==> src/rtl/redmule_job_dispatcher.sv <==
// Job dispatcher for the RedMulE accelerator: queues job descriptors and
// programs the accelerator register file one job at a time.
//
// state | meaning
// IDLE  | waiting for a queued descriptor; zero-size jobs are dropped here
// PROG  | writing the five job registers, one write outstanding
// TRIG  | writing the trigger register
// BUSY  | accelerator running, waiting for its end-of-job event
// DONE  | completion pulse and counter update, then back to IDLE
module redmule_job_dispatcher #(
    parameter int unsigned DEPTH  = 4,
    parameter int unsigned ADDR_W = 32
) (
    input  logic              clk_i,
    input  logic              rst_ni,
    input  logic              job_valid_i,
    output logic              job_ready_o,
    input  logic [ADDR_W-1:0] job_x_i,
    input  logic [ADDR_W-1:0] job_w_i,
    input  logic [ADDR_W-1:0] job_z_i,
    input  logic [15:0]       job_m_i,
    input  logic [15:0]       job_n_i,
    input  logic [15:0]       job_k_i,
    output logic              cfg_req_o,
    input  logic              cfg_gnt_i,
    output logic [7:0]        cfg_addr_o,
    output logic [31:0]       cfg_wdata_o,
    input  logic              evt_i,
    output logic              busy_o,
    output logic              done_o,
    output logic              err_o,
    output logic [15:0]       done_cnt_o
);
    localparam int unsigned PTR_W = $clog2(DEPTH);
    localparam logic [PTR_W:0] PTR_ONE = 1;

    typedef struct packed {
        logic [ADDR_W-1:0] x;
        logic [ADDR_W-1:0] w;
        logic [ADDR_W-1:0] z;
        logic [15:0]       m;
        logic [15:0]       n;
        logic [15:0]       k;
    } job_t;

    typedef enum logic [2:0] {IDLE, PROG, TRIG, BUSY, DONE} state_t;

    job_t           queue_mem [DEPTH];
    logic [PTR_W:0] wr_ptr;
    logic [PTR_W:0] rd_ptr;
    logic           full;
    logic           empty;
    logic           push;
    job_t           head;
    job_t           incoming;
    job_t           cur;
    state_t         state;
    logic [2:0]     idx;
    logic [15:0]    done_cnt;

    // Extra pointer bit distinguishes full from empty when the indices match.
    assign full        = (wr_ptr[PTR_W] != rd_ptr[PTR_W]) &&
                         (wr_ptr[PTR_W-1:0] == rd_ptr[PTR_W-1:0]);
    assign empty       = (wr_ptr == rd_ptr);
    assign push        = job_valid_i && !full;
    assign head        = queue_mem[rd_ptr[PTR_W-1:0]];
    assign incoming    = {job_x_i, job_w_i, job_z_i, job_m_i, job_n_i, job_k_i};
    assign job_ready_o = !full;
    assign done_cnt_o  = done_cnt;

    // Register write sequence of a job: {byte offset, data}.
    function automatic logic [39:0] prog_word(input logic [2:0] sel, input job_t j);
        logic [39:0] word;
        case (sel)
            3'd0:    word = {8'h00, 32'(j.x)};
            3'd1:    word = {8'h04, 32'(j.w)};
            3'd2:    word = {8'h08, 32'(j.z)};
            3'd3:    word = {8'h0C, j.k, j.m};
            3'd4:    word = {8'h10, 16'h0000, j.n};
            default: word = {8'h20, 32'h0000_0001};
        endcase
        return word;
    endfunction

    // Descriptor storage; contents need no reset because the pointers gate them.
    always_ff @(posedge clk_i) begin
        if (push) begin
            queue_mem[wr_ptr[PTR_W-1:0]] <= incoming;
        end
    end

    // Write pointer advances on every accepted push, in any FSM state.
    always_ff @(posedge clk_i or negedge rst_ni) begin
        if (!rst_ni) begin
            wr_ptr <= '0;
        end else if (push) begin
            wr_ptr <= wr_ptr + PTR_ONE;
        end
    end

    // Job sequencer: pop, program, trigger, wait for the event, report.
    always_ff @(posedge clk_i or negedge rst_ni) begin
        if (!rst_ni) begin
            state       <= IDLE;
            rd_ptr      <= '0;
            cur         <= '0;
            idx         <= '0;
            cfg_req_o   <= 1'b0;
            cfg_addr_o  <= '0;
            cfg_wdata_o <= '0;
            busy_o      <= 1'b0;
            done_o      <= 1'b0;
            err_o       <= 1'b0;
            done_cnt    <= '0;
        end else begin
            done_o <= 1'b0;
            err_o  <= 1'b0;
            case (state)
                IDLE: begin
                    if (!empty) begin
                        cur    <= head;
                        rd_ptr <= rd_ptr + PTR_ONE;
                        if (head.m == '0 || head.n == '0 || head.k == '0) begin
                            err_o <= 1'b1;
                        end else begin
                            state     <= PROG;
                            busy_o    <= 1'b1;
                            idx       <= 3'd0;
                            cfg_req_o <= 1'b1;
                            {cfg_addr_o, cfg_wdata_o} <= prog_word(3'd0, head);
                        end
                    end
                end
                PROG: begin
                    if (cfg_gnt_i) begin
                        if (idx == 3'd4) begin
                            state <= TRIG;
                        end
                        idx <= idx + 3'd1;
                        {cfg_addr_o, cfg_wdata_o} <= prog_word(idx + 3'd1, cur);
                    end
                end
                TRIG: begin
                    if (cfg_gnt_i) begin
                        state       <= BUSY;
                        cfg_req_o   <= 1'b0;
                        cfg_addr_o  <= '0;
                        cfg_wdata_o <= '0;
                    end
                end
                BUSY: begin
                    if (evt_i) begin
                        state    <= DONE;
                        done_o   <= 1'b1;
                        done_cnt <= done_cnt + 16'd1;
                    end
                end
                DONE: begin
                    state  <= IDLE;
                    busy_o <= 1'b0;
                end
                default: begin
                    state  <= IDLE;
                    busy_o <= 1'b0;
                end
            endcase
        end
    end
endmodule

==> config.mk <==
export PLATFORM = sky130hd
export DESIGN_NAME = redmule_job_dispatcher
export DESIGN_NICKNAME = d
export VERILOG_FILES = /design/src/rtl/redmule_job_dispatcher.sv
export SDC_FILE = /design/constraint.sdc
export NUM_CORES = 1
export LEC_CHECK = 0
export CAP_MARGIN = 25
export CORE_UTILIZATION = 53
export CTS_CLUSTER_SIZE = 24
export DETAILED_ROUTE_END_ITERATION = 10
export PLACE_DENSITY_LB_ADDON = 0.2
export SKIP_LAST_GASP = 1
export SLEW_MARGIN = 20
export SYNTH_ARGS = -nofsm -noshare
export SYNTH_HDL_FRONTEND = slang
export SYNTH_SLANG_ARGS = --single-unit
==> constraint.sdc <==
create_clock -name clk_i -period 4.9 [get_ports clk_i]
set_input_delay 0.49 -clock clk_i [delete_from_list [all_inputs] [get_ports clk_i]]
set_output_delay 0.49 -clock clk_i [all_outputs]
set_load 0.1 [all_outputs]
# --- After elaboration in Yosys (flattened, before gate mapping) ---
# Memory sizes are Yosys's and may differ from the RTL's.
# Cells that the tools add are included.
word_totals:
  regBits: 216
  output_inout_bits: 61
  mem_count: 1
  elab_cells: 96
  mem_bits_rw: 576
  inputBits: 149
memory_table:
  columns: ["memory", "depth", "word_bits", "read_ports", "rd_clocked_by_memory_dff", "write_ports", "line_no", "rtl"]
  rows:
  - ["queue_mem", 4, 144, 1, 0, 1, "48", "job_t queue_mem [DEPTH];"]
op_classes:
  addsub: 4
  bitwise_logic: 2
  reduce_logical: 21
  n_eq_ne: 17
  mux: 34
ops:
  columns: ["operator", "n"]
  rows:
  - ["case mux 38 bit (5 select lines)", 1]
  - ["2-to-1 mux 32 bit", 4]
  - ["case mux 32 bit (3 select lines)", 1]
  - ["logical NOT 16 bit", 3]
  - ["2-to-1 mux 8 bit", 4]
  - ["2-to-1 mux 3 bit", 9]
  - ["case mux 8 bit (3 select lines)", 1]
  - ["adder 16 x 1 -> 16 bit (second input constant)", 1]
  - ["equality test 3 x 2 -> 1 bit (second input constant)", 4]
  - ["inequality test 2 bit (second input constant)", 6]
  - ["case mux 3 bit (4 select lines)", 1]
  - ["2-to-1 mux 1 bit", 10]
  - ["adder 3 x 1 -> 3 bit (second input constant)", 3]
  - ["AND reduction 4 bit", 2]
  - ["equality test 3 x 1 -> 1 bit (second input constant)", 2]
  - ["equality test 3 bit (second input constant)", 2]
  - ["logical NOT 3 bit", 2]
  - ["case mux 3 bit (2 select lines)", 1]
  - ["AND reduction 6 bit", 1]
  - ["AND reduction 5 bit", 1]
  - ["case mux 1 bit (2 select lines)", 2]
  - ["AND reduction 2 bit", 2]
  - ["nonzero test 2 bit", 2]
  - ["equality test 3 bit", 1]
  - ["other kinds (9)", 12]

# --- Longest topological paths before layout ---
# Gate-level depths: netlist (run 1).
# An unclocked memory read counts as a cell.
logic_depth:
  depth_word: 7
  mapped_depth: 10

# --- Least setup slack after synthesis (run 1) ---
# No wires, ideal clock.
synth_timing:
  path_kind: "flip-flop to flip-flop"
  start: "register rd_ptr[0]"
  end: "memory queue_mem[3][0] in the netlist's numbering, enable pin"
  path_stages_with_launch: 7
  arrival_time_ns: 5.236
  setup_slack_ns: -0.859
  setup_time_ns: 0.523
  path_cell_list: "dfrtp_1 buf_6 buf_2 xor2_1 nor2_1 nand2_1 and3_1"
synth_via:
  elab_chain_len: 6
synth_lines:
  columns: ["item", "line_no", "rtl"]
  rows:
  - ["start, declared", "50", "logic [PTR_W:0] rd_ptr;"]
  - ["start signal, assigned", "122", "rd_ptr <= rd_ptr + PTR_ONE;"]
  - ["equality test 2 bit", "63", "(wr_ptr[PTR_W-1:0] == rd_ptr[PTR_W-1:0]);"]
  - ["logical AND 1 bit", "62", "assign full = (wr_ptr[PTR_W] != rd_ptr[PTR_W]) &&"]
  - ["logical NOT 1 bit", null, null]
  - ["named net job_ready_o", "17", "output logic job_ready_o,"]
  - ["logical AND 1 bit", "65", "assign push = job_valid_i && !full;"]
  - ["2-to-1 mux 1 bit", "87", "if (push) begin"]
  - ["2-to-1 mux 1 bit (not written as such)", "88", "queue_mem[wr_ptr[PTR_W-1:0]] <= incoming;"]
  - ["end, declared", "48", null]
# The timed path passes the listed nets, and every way through them passes these cells.

# --- Worst setup path after layout (run 1) ---
layout_timing:
  start: "register rd_ptr[0]"
  end: "register cfg_wdata_o[31]"
layout_via:
  elab_chain_len: 6
  elab_cells_between_ends: 13
layout_lines:
  columns: ["item", "line_no", "rtl"]
  rows:
  - ["memory (4 x 144 bit)", null, null]
  - ["logical NOT 16 bit", "123", "if (head.m == '0 || head.n == '0 || head.k == '0) begin"]
  - ["logical OR 1 bit (2 in a row)", "123", null]
  - ["inequality test 2 bit (no source line)", null, null]
  - ["AND reduction 5 bit (no source line)", null, null]
  - ["end signal, assigned", "130", "{cfg_addr_o, cfg_wdata_o} <= prog_word(3'd0, head);"]
  - ["end signal, assigned", "140", "{cfg_addr_o, cfg_wdata_o} <= prog_word(idx + 3'd1, cur);"]
  - ["end, declared", "27", "output logic [31:0] cfg_wdata_o,"]
# Parallel ways exist; a longest one is shown, timed or not. The select of a mux whose other input is x is not followed.
# A chain may end at the register's enable or synchronous reset.

==> flow_summary.yaml, run 1 <==
timing:
  finalSetupViolations: 0
  finalCriticalPeriod_ps: 3690
  clock_skew_ps: 30.3
  finalSetupTns_ps: 0
  relSlewSlack: 0.342
  finalCritPeriodShare: 0.752
  max_freq_mhz: 271
  finalHoldViolCount: 0
  rsz0062_at_grt: "false"
  tightest_slew_ps: 984
  finalWorstSetupSlack_ps: 1210
  slew_viol_final: 0
cells_and_area:
  nets: 1887
  drive_gt1_frac: 0.277
  most-common-layout-cells: "edfxtp_1 (576), dfrtp_1 (210), clkdlybuf4s50_1 (203)"
  instances_no_fill: 2550
  final_common_cell: "edfxtp_1"
  area_growth_syn_to_layout_pct: 19.4
synth:
  syn_area_mm2: 0.0302
  synth-async-reset-ratio: 0.269
  synth-main-ff-cell: "edfxtp_1"
  synth_cells: 1485
  syn_area_per_cell_um2: 20.3
  yosys_warnings: 0
  ys_seq_area_frac: 0.749
  synth_edf_count: 576
  synth.distinct_cells: 46
  ys_ff_latch: 788
clock_network:
  clk_path_buf_depth: 3
  cts_tree: "done"
  cts_inserted_buffers: 79
  cts_root_buf: "clkbuf_16"
  ctsHtreeMaxLevel: 3
  cts.reportedPaths.clkPinSlew_ps: 60
  cts_sinks: 788
  postCtsSetupRepairBufs: 0
  clock_latency_ps: 620
floorplan:
  rows: 87
  ioPinCount: 210
  core-area_mm2: 0.0563
  start_util: 0.536
  fp.dieH_um: 241
  die-area_mm2: 0.0579
  fp.dieW_um: 241
critical_path:
  critPathRequiredTime_ps: 5390
  rr_worst_depth: 8
  timing_worst_setup_path_type: "reg -> reg"
  r2r-start: "rd_ptr[0]"
  reg2reg_to: "cfg_wdata_o[31]"
  cp_cell_sequence: "buf_12 -> mux4_2 -> nor4_1 -> nand4_1 -> nand4_2 -> nand2_2 -> buf_12 -> mux2_1"
  critPathCaptureType: "flip-flop"
  crit_top_cell: "buf_12"
  r2r_setup_slack_ps: 1210
  startpoint_type: "flip-flop"
  cpPeakStageDelay_ps: 720
  arrival_ps: 4180
  crit_path_max_fanout: 26
  cp_slowest_cell: "dfrtp_4"
global_routing:
  grt_pass1_wl_mm: 99.1
  grt_max_degree: 150
  grt_antenna_before_repair: 3
  overflow: 0
  grt_usage: 0.237
  grt_pass1_vias: 15700
run:
  maxCapViolCount: 0
worst_hold_path:
  hold_depth: 1
  hp-class: "reg -> reg"
  min_to: "done_cnt_o[15]"
  hold_path_startpoint: "done_cnt_o[15]"
power_and_ir_drop:
  p_sw_frac: 0.336
  finalPower_mw: 25.6
  leakage_nw: 12.6
  p_sw_mw: 8.61
  vdd_drop_max_mv: 0.734
  internal_power_mw: 17.0
  p_clk_frac: 0.246
  power_density_mw_per_mm2: 711
  power_frac_seq: 0.400
  share_comb_of_total_power: 0.354
route:
  ant_nets: 0
  vias_per_cell: 5.94
  routedWlPerCell_um: 26.2
  drt_wl_total_mm: 66.9
  vias: 15100
  drt_iter0_drc: 1230
  first_pass_iters: 5
  drc: 0
place:
  place_inst: 2401
  gp_congestion: 0.797
  dp_hpwl_mm: 42.9
  place_ws_ps: 1140
  port_buffers: 205
outcome:
  outcome: "completed"
worst max-delay path: cells and delay by family, from the launching register on:
family | cells | cell delay [ps]
buf+inv | 2 | 570
mux | 2 | 860
flops | 1 | 720
simple gates | 4 | 1330
kinds of logic after synthesis:
| family | Yosys count | synth area share |
|---|---|---|
| AOI/OAI and AO/OA | 115 | 0.0293 |
| xor gates and xnor gates | 24 | 0.00697 |
| adders and majority gates | 11 | 0.00456 |
| buffers and inverters | 92 | 0.0140 |
| DFF | 788 | 0.749 |
| muxes | 321 | 0.174 |
| other | 1 | 0.000124 |
| and+or+nand+nor | 133 | 0.0221 |
power by group through the flow:
stage | Combinational (mW) | Clock, mW | Sequential [mW]
floorplan | 5.65 | 0 | 11.0
global placement | 8.98 | 0 | 10.3
detailed placement | 9.13 | 0 | 10.4
CTS | 9.17 | 6.40 | 10.3
global route | 9.61 | 6.66 | 10.4
finish | 9.07 | 6.29 | 10.3
area by class of cell:
cell class                 count  area [um^2]
sequential                   788        22600
fill                        3836        20300
multi-input combinational    608         7180
timing repair buffer         242         2480
clock buffer                 111         2310
tap                          756          946
clock inverter                36          443
inverter                       8         30.0
antenna                        1         2.50
per-stage QoR:
step           utilization  hold WS, ps  area [um^2]
6_report             0.640          480        36000
4_1_cts              0.640          476        36000
3_5_place_dp         0.591          468        33200
2_1_floorplan            -          194        30200
3_3_place_gp         0.591          462        33200
5_1_grt              0.640          499        36000
state kept, by name, indices dropped and copies added (netlist names), 3 cells and up:
register,flops
cur,144
rd_ptr,3
idx,3
done_cnt_o,16
cfg_addr_o,4
cfg_wdata_o,32
state,3
queue_mem,576
wr_ptr,3
how the worst max path moves through the flow:
stage                         start               to  slack [ps]  depth (start not counted)
final                     rd_ptr[0]  cfg_wdata_o[31]        1210                          8
after global routing      rd_ptr[0]  cfg_wdata_o[31]         980                          8
after CTS                 rd_ptr[0]  cfg_wdata_o[31]        1130                          8
after detailed placement  rd_ptr[0]  cfg_wdata_o[31]        1140                          8
after global placement    rd_ptr[0]  cfg_wdata_o[31]        1180                          8
after floorplan           rd_ptr[0]  queue_mem[3][0]         790                          6
layer usage:
| layer | track usage | wire length (um) | vias to the layer above |
|---|---|---|---|
| met5 | 0 | 19 | - |
| met4 | 0.0749 | 1420 | 4 |
| met3 | 0.0451 | 4360 | 86 |
| met2 | 0.375 | 32800 | 517 |
| met1 | 0.338 | 28300 | 8036 |
| li1 | - | - | 6497 |
cell usage after synthesis, drive strengths merged (2+ instances only):
library cell,n,area (um^2)
mux2,177,1990
nor3b,3,22.5
clkbuf,40,150
nand2,46,175
a22o,33,289
and3,7,43.8
mux4,144,3240
nor3,5,25.0
ha,11,138
nand4,6,43.8
buf,44,243
nor2,11,41.3
nor2b,2,12.5
o21ai,8,40.0
and2,8,50.1
inv,8,30.0
nand3,27,135
a31oi,2,12.5
xnor2,13,114
a22oi,64,480
dfrtp,212,5310
edfxtp,576,17300
xor2,11,96.3
nor4,12,75.1
repair_timing:
item | CTS | global route
endpoints found under the hold margin | 93 | 0
hold buffers | 1 | 0
gates resized for setup | 0 | 0
endpoints found under the setup margin | 0 | 0
Note: power is estimated with default switching activity, not from simulation.
==> inputs of run 2 (changes only) <==
--- a/config.mk
+++ b/config.mk
@@ -6,7 +6,7 @@
 export NUM_CORES = 1
 export LEC_CHECK = 0
 export CAP_MARGIN = 25
-export CORE_UTILIZATION = 53
+export CORE_UTILIZATION = 55
 export CTS_CLUSTER_SIZE = 24
 export DETAILED_ROUTE_END_ITERATION = 10
 export PLACE_DENSITY_LB_ADDON = 0.2
==> constraint.sdc (replaced) <==
create_clock -name clk_i -period 3.4 [get_ports clk_i]
set_input_delay 0.34 -clock clk_i [delete_from_list [all_inputs] [get_ports clk_i]]
set_output_delay 0.34 -clock clk_i [all_outputs]
set_load 0.1 [all_outputs]
==> run 2 against run 1 <==
Against the previous run:
- cell area decreased by 0.11%
- clock power up 34%
- setup slack got worse by 1000 ps
- largest power group unchanged
- critical path type unchanged
- wire length is 1.1% lower
- highest routed layer unchanged
- clock-buffer cell count increased by 7
==> flow_summary.yaml, run 2 (synthesis gave the netlist of run 1 again) <==
power_and_ir_drop:
  vdd_drop_max_mv: 0.609
  leakage_nw: 12.6
  finalPower_mw: 36.5
  power_density_mw_per_mm2: 1020
timing:
  tightest_slew_ps: 999
  finalSetupViolations: 0
  relSlewSlack: 0.332
  finalCritPeriodShare: 0.941
  rsz0062_at_grt: "false"
  max_freq_mhz: 313
  finalHoldViolCount: 0
  clock_skew_ps: 25.1
  finalCriticalPeriod_ps: 3200
  slew_viol_final: 0
route:
  routedWlPerCell_um: 26.4
  drc: 0
  ant_nets: 0
  vias_per_cell: 6.03
  first_pass_iters: 5
  vias: 15100
  drt_wl_total_mm: 66.1
  drt_iter0_drc: 1214
cells_and_area:
  num-fill-cells: 3551
  nets: 1898
  largest_register_ff_count: 576
  most-common-layout-cells: "edfxtp_1 (576), dfrtp_1 (210), clkdlybuf4s50_1 (203)"
  instances_no_fill: 2503
  postLayoutCellArea_mm2: 0.0360
  drive_gt1_frac: 0.272
  area_growth_syn_to_layout_pct: 19.2
  final_common_cell: "edfxtp_1"
global_routing:
  grt_antenna_before_repair: 6
  overflow: 0
  grt_pass1_wl_mm: 100
  grt_usage: 0.245
  grt_max_degree: 106
  grt_pass1_vias: 16000
floorplan:
  die-area_mm2: 0.0558
  start_util: 0.558
  fp.dieW_um: 236
  rows: 85
  ioPinCount: 210
  core-area_mm2: 0.0540
  fp.dieH_um: 236
place:
  port_buffers: 205
  dpl_cell_area_mm2: 0.0334
  place_inst: 2352
  gp_congestion: 0.805
  dp_hpwl_mm: 42.4
outcome:
  outcome: "completed"
clock_network:
  cts.reportedPaths.clkPinSlew_ps: 60
  ctsHtreeMaxLevel: 3
  clk_path_buf_depth: 3
  clock_latency_ps: 620
  cts_inserted_buffers: 79
  postCtsSetupRepairBufs: 0
  cts_root_buf: "clkbuf_16"
  cts_sinks: 788
  cts_tree: "done"
critical_path:
  critPathRequiredTime_ps: 3890
  critPathCaptureType: "flip-flop"
  arrival_ps: 3690
  startpoint_type: "flip-flop"
  timing_worst_setup_path_type: "reg -> reg"
  r2r_setup_slack_ps: 200
  crit_path_max_fanout: 63
worst_hold_path:
  hp-class: "in -> async"
run:
  maxCapViolCount: 0
run 2: routing by layer:
layer / vias to the layer above / track usage / share of wire
li1: 6509 / - / -
met1: 8026 / 0.347 / 0.43
met2: 452 / 0.382 / 0.49
met3: 106 / 0.0559 / 0.062
met4: 6 / 0.0807 / 0.025
met5: - / 0 / 0.00060
run 2: power by group:
group          switching, mW  leakage, nW  internal, mW
clock network           3.48         1.24          4.95
registers               1.30         7.83          13.4
logic                   7.60         3.53          5.85
total                   12.4         12.6          24.2
run 2: layout make-up:
class | count | area [um^2] | area share
Sequential cell | 788 | 22600 | 0.629
Multi-Input combinational cell | 608 | 7180 | 0.200
Timing Repair Buffer | 253 | 2730 | 0.0759
Clock buffer | 118 | 2280 | 0.0633
Tap cell | 696 | 871 | 0.0242
Clock inverter | 29 | 258 | 0.00717
Inverter | 8 | 30.0 | 0.000835
Antenna cell | 3 | 7.51 | 0.000209
run 2: worst max-delay path: stages, from the launching register on:
cell and delay, ps:
dfrtp_4 540, buf_4 370, xor2_1 280, o31ai_1 160, nor3_2 430, buf_12 430, and4_1 410, nor2_1 100
a211o_1 300
run 2: what timing repair did:
item | CTS | global route
hold buffers | 1 | 0
gates resized for setup | 0 | 1
hold endpoints to repair | 100 | 0
endpoints found under the setup margin | 0 | 1
run 2: final timing paths:
path | start | end | cells past startpoint
min in group clk_i | job_x_i[10] | queue_mem[2][122] | 1
hold / removal | rst_ni | cur[71] | 2
hold reg to reg | done_cnt_o[15] | done_cnt_o[15] | 1
setup / recovery | rd_ptr[1] | idx[2] | 8
setup reg to reg | rd_ptr[1] | idx[2] | 8
max in group asynchronous | rst_ni | cfg_wdata_o[10] | 3
run 2: metrics by stage:
stage	hold slack (ps)	worst slack [ps]	util	TNS (ps)
2_1_floorplan	44.4	-705	-	-304530
3_3_place_gp	462	207	0.618	0
3_5_place_dp	468	184	0.618	0
4_1_cts	312	161	0.665	0
5_1_grt	342	56.6	0.666	0
6_report	343	202	0.666	0
